## src/rtl/output_trace_buffer_if.sv

```systemverilog
// Bus bundle for output_trace_buffer.
//   master : store-capture producer + record consumer (drives wr_*, out_ready)
//   slave  : the trace buffer (drives out_valid, out_record, count, full, drop_cnt)
// Parameters must match those given to the buffer instance.
interface output_trace_buffer_if #(
  parameter int ADDR_W = 16,
  parameter int DATA_W = 24,
  parameter int DEPTH  = 16
);
  localparam int CW = $clog2(DEPTH) + 1;

  logic                     wr_en;
  logic [ADDR_W-1:0]        wr_addr;
  logic [DATA_W-1:0]        wr_data;
  logic                     out_ready;
  logic                     out_valid;
  logic [ADDR_W+DATA_W-1:0] out_record;
  logic [CW-1:0]            count;
  logic                     full;
  logic [15:0]              drop_cnt;

  modport master (
    output wr_en, wr_addr, wr_data, out_ready,
    input  out_valid, out_record, count, full, drop_cnt
  );

  modport slave (
    input  wr_en, wr_addr, wr_data, out_ready,
    output out_valid, out_record, count, full, drop_cnt
  );
endinterface

```

## src/rtl/output_trace_buffer.sv

```systemverilog
// output_trace_buffer: captures processor data-memory stores as {addr, data}
// records into a first-word-fall-through FIFO for an external consumer.
// Ports:
//   clk, reset : single clock, synchronous active-high reset
//   bus        : output_trace_buffer_if.slave
//                wr_en/wr_addr/wr_data  store snoop
//                out_ready/out_valid/out_record  head-record handshake
//                count/full/drop_cnt  occupancy and overflow statistics
// DEPTH must be a power of two >= 2 so pointers wrap by natural overflow.
module output_trace_buffer #(
  parameter int ADDR_W      = 16,
  parameter int DATA_W      = 24,
  parameter int DEPTH       = 16,
  parameter bit FILTER_ZERO = 1'b1
) (
  input  logic                  clk,
  input  logic                  reset,
  output_trace_buffer_if.slave  bus
);
  localparam int AW = $clog2(DEPTH);
  localparam int CW = AW + 1;
  localparam int RW = ADDR_W + DATA_W;
  localparam logic [CW-1:0] FULL_CNT = CW'(DEPTH);

  logic [RW-1:0] mem [DEPTH];
  logic [AW-1:0] wr_ptr, rd_ptr;
  logic [CW-1:0] cnt;
  logic [15:0]   drops;

  logic capture, pop, is_full, valid, do_write, drop;

  // Zero address or zero data are treated as uninteresting stores.
  assign capture  = bus.wr_en &&
                    (!FILTER_ZERO || ((bus.wr_addr != '0) && (bus.wr_data != '0)));
  assign valid    = (cnt != '0);
  assign is_full  = (cnt == FULL_CNT);
  assign pop      = valid && bus.out_ready;
  // A pop frees the head slot in the same edge, so a full buffer can still
  // accept a capture when the consumer is taking a record.
  assign do_write = capture && (!is_full || pop);
  assign drop     = capture && is_full && !pop;

  // Storage carries no reset; stale slots are unreachable once pointers clear.
  always_ff @(posedge clk) begin
    if (!reset && do_write)
      mem[wr_ptr] <= {bus.wr_addr, bus.wr_data};
  end

  always_ff @(posedge clk) begin
    if (reset) begin
      wr_ptr <= '0;
      rd_ptr <= '0;
      cnt    <= '0;
      drops  <= '0;
    end else begin
      if (do_write) wr_ptr <= wr_ptr + 1'b1;
      if (pop)      rd_ptr <= rd_ptr + 1'b1;
      case ({do_write, pop})
        2'b10:   cnt <= cnt + 1'b1;
        2'b01:   cnt <= cnt - 1'b1;
        default: cnt <= cnt;
      endcase
      if (drop && (drops != 16'hFFFF))
        drops <= drops + 16'd1;
    end
  end

  assign bus.out_valid  = valid;
  assign bus.out_record = valid ? mem[rd_ptr] : '0;
  assign bus.count      = cnt;
  assign bus.full       = is_full;
  assign bus.drop_cnt   = drops;
endmodule

```

## src/flat_wrapper.sv

```systemverilog
// flat-port wrapper written by rule: the top's interface ports become plain ports
module output_trace_buffer_flat 
#(
  parameter int ADDR_W      = 16,
  parameter int DATA_W      = 24,
  parameter int DEPTH       = 16,
  parameter bit FILTER_ZERO = 1'b1
)
  (clk, reset, bus_wr_en, bus_wr_addr, bus_wr_data, bus_out_ready, bus_out_valid, bus_out_record, bus_count, bus_full, bus_drop_cnt);
  output_trace_buffer_if #(.ADDR_W(ADDR_W), .DATA_W(DATA_W), .DEPTH(DEPTH)) bus_i ();
  input  logic clk;
  input  logic reset;
  input wire logic [$bits(bus_i.wr_en)-1:0] bus_wr_en;
  input wire logic [$bits(bus_i.wr_addr)-1:0] bus_wr_addr;
  input wire logic [$bits(bus_i.wr_data)-1:0] bus_wr_data;
  input wire logic [$bits(bus_i.out_ready)-1:0] bus_out_ready;
  output wire logic [$bits(bus_i.out_valid)-1:0] bus_out_valid;
  output wire logic [$bits(bus_i.out_record)-1:0] bus_out_record;
  output wire logic [$bits(bus_i.count)-1:0] bus_count;
  output wire logic [$bits(bus_i.full)-1:0] bus_full;
  output wire logic [$bits(bus_i.drop_cnt)-1:0] bus_drop_cnt;
  assign bus_i.wr_en = bus_wr_en;
  assign bus_i.wr_addr = bus_wr_addr;
  assign bus_i.wr_data = bus_wr_data;
  assign bus_i.out_ready = bus_out_ready;
  assign bus_out_valid = bus_i.out_valid;
  assign bus_out_record = bus_i.out_record;
  assign bus_count = bus_i.count;
  assign bus_full = bus_i.full;
  assign bus_drop_cnt = bus_i.drop_cnt;
  output_trace_buffer #(.ADDR_W(ADDR_W), .DATA_W(DATA_W), .DEPTH(DEPTH), .FILTER_ZERO(FILTER_ZERO)) u_core (.clk(clk), .reset(reset), .bus(bus_i));
endmodule
```

## config.mk

```make
export PLATFORM = sky130hd
export DESIGN_NAME = output_trace_buffer_flat
export DESIGN_NICKNAME = d
export VERILOG_FILES = /design/src/rtl/output_trace_buffer_if.sv /design/src/rtl/output_trace_buffer.sv /design/src/flat_wrapper.sv
export SDC_FILE = /design/constraint.sdc
export NUM_CORES = 1
export LEC_CHECK = 0
export ABC_CLOCK_PERIOD_IN_PS = 10300
export CORE_MARGIN = 2
export CORE_UTILIZATION = 40
export DETAILED_ROUTE_END_ITERATION = 10
export GPL_ROUTABILITY_DRIVEN = 0
export MAX_ROUTING_LAYER = met4
export PLACE_DENSITY = 0.61
export SYNTH_ARGS = -nofsm -noshare
export SYNTH_HDL_FRONTEND = slang
export SYNTH_SLANG_ARGS = --single-unit
```

## constraint.sdc

```tcl
create_clock -name clk -period 10.3 [get_ports clk]
set_input_delay 2.575 -clock clk [delete_from_list [all_inputs] [get_ports clk]]
set_output_delay 2.575 -clock clk [all_outputs]
set_load 0.03 [all_outputs]
```

==> reports/results.tsv, run 1 <==
metric	value	unit
largest family of logic cells by synthesized area	multiplexers	
DIE AREA	67500	µm²
Final Hold Fails	0	
Worst path slowest cell	dfxtp_4	
RSZ-0062 raised after global routing	no	
Iter 0 DRT Violations	1094	
wire per inst	25.7	µm
mux contribution to synthesized area	17.4	%
worst path buffer plus inverter count	2	
I/O pin total	107	
CP Depth	5	
register area share after synthesis	75.9	%
critical hold path startpoint	u_core.rd_ptr[1]	
r2r startpoint	u_core.bus.count[0]	
initial antenna violation count	3	
CTS-repair resized insts	0	
Max Slew Vio Count	0	
reg2reg end	u_core.bus.count[3]	
Worst Skew	0.0186	ns
Syn Inst Count	1187	
VDD IR max	0.243	mV
Final Cycle Share	66.2	%
Num CTS Buffers	69	
post-synth cell types	43	
row count	93	
Post-Synth Simple-Gate Area	3.63	%
post-synthesis adder-cell area fraction	0.411	%
FILL cells	5241	
Peak Freq	0.147	GHz
Static Leak	9.14	nW
DRC errors left	0	
global-route wire length before repair	85100	µm
# Max-Cap Violations	0	
flop2flop setup slack	7.29	ns
Int Power	0.00520	W
postcts setup bufs	0	
sequential share of power	43.5	%
ANT nets after route	0	
hold buffer count at cts	0	
final wirelength	57600	µm
Cell Pwr Density	233	nW/µm²
DR pass1 iterations	5	
most common cell after layout, fill and taps aside	edfxtp_1	
GRT overflow	0	
yosys warns	0	
Net Sw Power	0.00192	W
slew margin rel.	23.8	%
IO Port Bufs	106	
root buffer cell	clkbuf_16	
Synth Cell Area	26200	µm²
setup TNS	0	ns
sw frac	27.0	%
crit-path leading delay family	buffers and inverters	
CTS tree	yes	
Via Count	12400	
Die Wd	260	µm
crit path time final	6.82	ns
HP Class	reg -> reg	
critical path class	reg -> out	
Post-Layout Inst Area	30600	µm²
slew at the pin closest to its max-slew limit	1.14	ns
Core ar.	64600	µm²
WP data arrival	4.24	ns
largest net degree at the start of global routing	96	
Syn Area/Cell	22.1	µm²
Clock Latency Late Sink	0.60	ns
Compound-Gate Fraction of Synth Area	1.32	%
Top cell by count, worst path	mux4_2	
hold path cells	2	
CP Capture Type	output port	
all-layer global routing usage	17.9	%
critical-path cell list	buf_4 > mux4_2 > mux4_2 > nor2b_1 > clkdlybuf4s50_1	
Comb pwr share	22.5	%
Syn Nets	1239	
Post-layout nets	1377	
via/cell ratio	5.53	
die height	260	µm
critical path data required time	7.73	ns
max incr delay on CP	1.08	ns
layout cells sized above 1	25.2	%
hpwl dp	27700	µm
H-tree level count	3	
xor/xnor cell area share of the yosys netlist	0.100	%
Worst-path clk slew	0.06	ns
Initial Util	40.6	%
vias in the first global route	13000	
synthesized flop and latch total	673	
# setup viols final	0	
clk sinks	673	
clock share of power	34.0	%
Layout area overhead	16.8	%
status	completed	
DP Area	28400	µm²
CP startpoint kind	flip-flop	
clk buf depth	3	
reg2reg path depth	9	
commonest non-fill, non-tap cells in the layout	edfxtp_1 (640), mux4_2 (200), clkdlybuf4s50_1 (106)	
CP Max Fanout	72	
## state kept, by name (all words and copies together) (netlist names), named ones only
| register | cells |
|---|---|
| u_core.bus.count | 5 |
| u_core.bus.drop_cnt | 16 |
| u_core.mem | 640 |
| u_core.rd_ptr | 4 |
| u_core.wr_ptr | 4 |
## cells in the mapped netlist
| cell | n | share of area, % |
|---|---|---|
| clkinv_1 | 1 | 0.014 |
| o21ai_2 | 1 | 0.033 |
| nor3b_1 | 1 | 0.029 |
| xnor2_1 | 1 | 0.033 |
| o211a_1 | 2 | 0.076 |
| nor4_1 | 15 | 0.36 |
| o31a_1 | 2 | 0.067 |
| o31ai_1 | 8 | 0.23 |
| nor2_1 | 34 | 0.49 |
| o311ai_4 | 1 | 0.10 |
| nand2b_1 | 1 | 0.024 |
| and2_1 | 1 | 0.024 |
| o2111ai_1 | 3 | 0.10 |
| o311ai_0 | 2 | 0.067 |
| a21oi_1 | 15 | 0.29 |
| buf_1 | 9 | 0.13 |
| a211oi_1 | 1 | 0.029 |
| nand4_1 | 15 | 0.36 |
| edfxtp_1 | 640 | 73 |
| and4_1 | 3 | 0.10 |
| nor2b_1 | 45 | 1.1 |
| fa_1 | 1 | 0.076 |
| xor2_1 | 2 | 0.067 |
| mux2_2 | 5 | 0.21 |
| or3_1 | 5 | 0.12 |
| buf_4 | 2 | 0.057 |
| inv_1 | 12 | 0.17 |
| buf_6 | 1 | 0.043 |
| and3_1 | 3 | 0.072 |
| ha_1 | 7 | 0.33 |
| nor3_4 | 1 | 0.062 |
| o21a_1 | 3 | 0.086 |
| nand2_1 | 18 | 0.26 |
| or4_1 | 9 | 0.26 |
| nor3_1 | 6 | 0.11 |
| a31oi_1 | 2 | 0.048 |
| mux4_2 | 200 | 17 |
| o21ai_0 | 9 | 0.17 |
| dfxtp_1 | 33 | 2.5 |
| clkbuf_1 | 37 | 0.53 |
| nand3_1 | 15 | 0.29 |
| o211ai_1 | 1 | 0.029 |
| buf_2 | 14 | 0.27 |
## per-stage QoR
stage / hold WS [ns] / worst slack [ns] / total power, W / utilization [%] / std cells
2_1_floorplan: 0.468 / 4.84 / 0.00422 / - / 1187
3_3_place_gp: 0.495 / 3.62 / 0.00478 / 43.9 / 2109
3_5_place_dp: 0.490 / 3.54 / 0.00479 / 43.9 / 2109
4_1_cts: 0.504 / 3.40 / 0.00721 / 47.4 / 2233
5_1_grt: 0.556 / 3.33 / 0.00739 / 47.4 / 2236
6_report: 0.504 / 3.48 / 0.00712 / 47.4 / 2236
## power groups by stage
stage	Sequential, W	Combinational, W	Clock, W
floorplan	0.00312	0.00109	0
global placement	0.00316	0.00163	0
detailed placement	0.00316	0.00164	0
CTS	0.00310	0.00164	0.00247
global route	0.00310	0.00172	0.00257
finish	0.00310	0.00160	0.00242
## kinds of logic (layout without fill, tap and decap cells)
| family | count (synthesis) | after routing |
|---|---|---|
| xor gates and xnor gates | 3 | 3 |
| other | 0 | 3 |
| and+or+nand+nor | 172 | 172 |
| muxes | 205 | 205 |
| AOI/OAI and AO/OA | 50 | 50 |
| DFF | 673 | 673 |
| buffers and inverters | 76 | 267 |
| adders and majority gates | 8 | 8 |
## how the worst max path moves through the flow
stage | from | end | slack [ns]
finish | flip-flop | bus_out_record[39] | 3.48
global route | flip-flop | bus_out_record[39] | 3.33
CTS | flip-flop | bus_out_record[39] | 3.40
detailed placement | bus_wr_data[19] | u_core.bus.count[4] | 3.54
global placement | bus_wr_data[19] | u_core.bus.count[3] | 3.62
floorplan | reset | u_core.mem[0][0] | 4.84
## layout make-up
cell class              instances  area [µm²]  share of cell area, %
flip-flops and latches        673       19900                   65.0
multi-input cells             438        6120                   20.0
clock buffers                  93        1930                   6.32
repair buffers                130        1250                   4.10
well taps                     855        1070                   3.50
clock inverters                31         269                  0.879
inverters                      13        48.8                  0.160
diodes                          3        7.51                 0.0245
## worst register-to-register path: stages (launching register included)
cell       delay (ns)
dfxtp_1          0.38
or4_1            0.73
o21ai_0          0.50
nor2_1           0.15
ha_1             0.30
a21oi_1          0.25
o2111ai_1        0.17
and3_1           0.21
o21ai_0          0.15
nand2_1          0.06
## layer usage
| metal | routed length, µm | track usage [%] | part of all wire, % | up-vias |
|---|---|---|---|---|
| met3 | 3400 | 3.24 | 5.9 | 59 |
| li1 | - | - | - | 5308 |
| met1 | 24900 | 24.3 | 43 | 6633 |
| met5 | 0 | - | 0 | - |
| met2 | 28500 | 28.2 | 49 | 371 |
| met4 | 858 | 4.53 | 1.5 | 0 |
Power figures use the tool's default switching activity.
==> inputs of run 2 (changes only) <==
--- a/config.mk
+++ b/config.mk
@@ -5,13 +5,13 @@
 export SDC_FILE = /design/constraint.sdc
 export NUM_CORES = 1
 export LEC_CHECK = 0
-export ABC_CLOCK_PERIOD_IN_PS = 10300
+export ABC_CLOCK_PERIOD_IN_PS = 5980
 export CORE_MARGIN = 2
 export CORE_UTILIZATION = 40
 export DETAILED_ROUTE_END_ITERATION = 10
 export GPL_ROUTABILITY_DRIVEN = 0
 export MAX_ROUTING_LAYER = met4
-export PLACE_DENSITY = 0.61
+export PLACE_DENSITY = 0.63
 export SYNTH_ARGS = -nofsm -noshare
 export SYNTH_HDL_FRONTEND = slang
 export SYNTH_SLANG_ARGS = --single-unit
==> constraint.sdc (replaced) <==
create_clock -name clk -period 5.98 [get_ports clk]
set_input_delay 1.495 -clock clk [delete_from_list [all_inputs] [get_ports clk]]
set_output_delay 1.495 -clock clk [all_outputs]
set_load 0.03 [all_outputs]
==> run 2 against run 1 <==
Clock power is 76% higher. Final area up 1.8%. Count of clock-buffer cells in the layout decreased by 8. Wire length grew 0.89%. Utilization is 0.83 points higher. Power is 75% higher. Sequential share of layout area decreased by 1.1 points. Critical endpoint is now bus_out_record[8]. Largest cell class unchanged.
==> reports/results.tsv, run 2 (synthesis gave the netlist of run 1 again) <==
metric	value	unit	change
worst hold margin	0.522	ns	was 0.504 ns
Post-Layout Inst Area	31100	µm²	was 30,600 µm²
row count	93		unchanged
setup TNS	0	ns	unchanged
Core ar.	64600	µm²	unchanged
crit path time final	5.15	ns	
Max Slew Vio Count	0		unchanged
WP data arrival	3.66	ns	was 4.24 ns
GR Layer Usage met2	28.3	%	was 28.2%
multi-input logic area	6120	µm²	unchanged
routing usage on met1	24.4	%	was 24.3%
all-layer global routing usage	18.0	%	was 17.9%
clk sinks	673		unchanged
Via Count	12600		was 12,400
crit-path leading delay family	multiplexers		was buffers and inverters
# setup viols final	0		unchanged
CP Max Fanout	30		was 72
GRT overflow	0		unchanged
die height	260	µm	unchanged
status	completed		unchanged
vias in the first global route	13100		was 13,000
Iter 0 DRT Violations	1258		was 1,094
slew margin rel.	26.0	%	was 23.8%
critical-path cell list	buf_12 > mux4_2 > mux4_2 > nor2b_1 > clkdlybuf4s50_1		was buf_4 > mux4_2 > mux4_2 > nor2b_1 > clkdlybuf4s50_1
Worst path slowest cell	dfxtp_4		unchanged
GR Layer Usage met3	3.26	%	was 3.24%
commonest non-fill, non-tap cells in the layout	edfxtp_1 (640), mux4_2 (200), clkdlybuf4s50_1 (106)		unchanged
Final Hold Fails	0		unchanged
Layout area overhead	18.9	%	was 16.8%
Initial Util	40.6	%	unchanged
register area	19900	µm²	unchanged
root buffer cell	clkbuf_16		unchanged
CP Capture Type	output port		unchanged
I/O pin total	107		unchanged
postcts setup bufs	0		unchanged
DIE AREA	67500	µm²	unchanged
Peak Freq	0.194	GHz	
ANT nets after route	0		unchanged
HP Class	reg -> reg		unchanged
hpwl dp	32700	µm	was 27,700 µm
worst path buffer plus inverter count	2		unchanged
Static Leak	9.37	nW	was 9.14 nW
DR pass1 iterations	5		unchanged
final wirelength	58100	µm	was 57,600 µm
DRC errors left	0		unchanged
IO Port Bufs	106		unchanged
max reg flops	640		unchanged
largest net degree at the start of global routing	57		was 96
clk buf depth	3		unchanged
max incr delay on CP	0.82	ns	was 1.08 ns
Die Wd	260	µm	unchanged
hold buffer count at cts	0		unchanged
most common cell after layout, fill and taps aside	edfxtp_1		unchanged
RSZ-0062 raised after global routing	no		unchanged
Final Cycle Share	86.2	%	
CTS-repair resized insts	0		unchanged
Top cell by count, worst path	mux4_2		unchanged
H-tree level count	3		unchanged
DP Area	28900	µm²	was 28,400 µm²
Worst Skew	0.0142	ns	was 0.0186 ns
global-route wire length before repair	85700	µm	was 85,100 µm
Design Power	0.0124	W	was 0.00712 W
via/cell ratio	5.53		about the same
Cell Pwr Density	400	nW/µm²	was 233 nW/µm²
GR peak layer	met2		unchanged
Worst-path clk slew	0.06	ns	about the same
CP startpoint kind	flip-flop		unchanged
Post-layout nets	1412		was 1,377
CTS tree	yes		unchanged
Num CTS Buffers	71		was 69
initial antenna violation count	1		was 3
wire per inst	25.6	µm	was 25.7 µm
# Max-Cap Violations	0		unchanged
critical path data required time	4.49	ns	was 7.73 ns
FILL cells	5147		was 5,241
VDD IR max	0.323	mV	was 0.243 mV
slew at the pin closest to its max-slew limit	1.11	ns	was 1.14 ns
most flop-heavy register	u_core.mem		unchanged
layout cells sized above 1	26.9	%	was 25.2%
critical path class	reg -> out		unchanged
Clock Latency Late Sink	0.60	ns	about the same
==> run 2: cell types whose count changed in the layout (fill, tap and decap cells not counted), sizes merged <==
cell,change
clkinvlp,+2
clkinv,+6
buf,+33
inv,+2
diode,-2
bufinv,+2
clkbuf,-8
==> run 2: routing by layer <==
metal	part of all wire (%)	vias up
met5	0	-
met4	1.5	0
met3	5.0	65
met2	50	358
met1	43	6748
li1	-	5383
==> run 2: per-stage QoR <==
stage | std cells | setup slack (ns) | utilization (%)
after floorplan | 1187 | 1.60 | -
after global routing | 2271 | 0.631 | 48.2
after detailed placement | 2142 | 0.436 | 44.7
after CTS | 2270 | 0.728 | 48.2
final | 2271 | 0.826 | 48.2
after global placement | 2142 | 0.511 | 44.7
==> run 2: report_power, final <==
part / internal, W / switching [W] / leakage (nW)
Clock: 0.00248 / 0.00178 / 1.09
Combinational: 0.00136 / 0.00148 / 2.24
Sequential: 0.00522 / 0.000129 / 6.04
==> run 2: final cells by class <==
class                   instances  area share, %
clock buffers                  85           5.94
clock inverters                43           1.31
diodes                          1        0.00804
well taps                     855           3.44
repair buffers                163           5.59
multi-input cells             438           19.7
inverters                      13          0.157
flip-flops and latches        673           63.9
==> run 2: path summary, 6_finish.rpt <==
| kind | start | cells after the start | to | slack (ns) |
|---|---|---|---|---|
| setup / recovery | flip-flop | 5 | bus_out_record[8] | 0.83 |
| hold / removal | u_core.bus.drop_cnt[8] | 2 | u_core.bus.drop_cnt[8] | 0.52 |
| setup reg to reg | u_core.bus.count[0] | 6 | u_core.mem[4][26] | 2.86 |
| hold reg to reg | u_core.bus.drop_cnt[8] | 2 | u_core.bus.drop_cnt[8] | 0.52 |
==> run 2: worst register-to-register path: cells and delay by family (launching register included) <==
kind / cells / cell delay, ns
and+or+nand+nor: 5 / 2.07
DFF: 1 / 0.48
buffers and inverters: 1 / 0.27
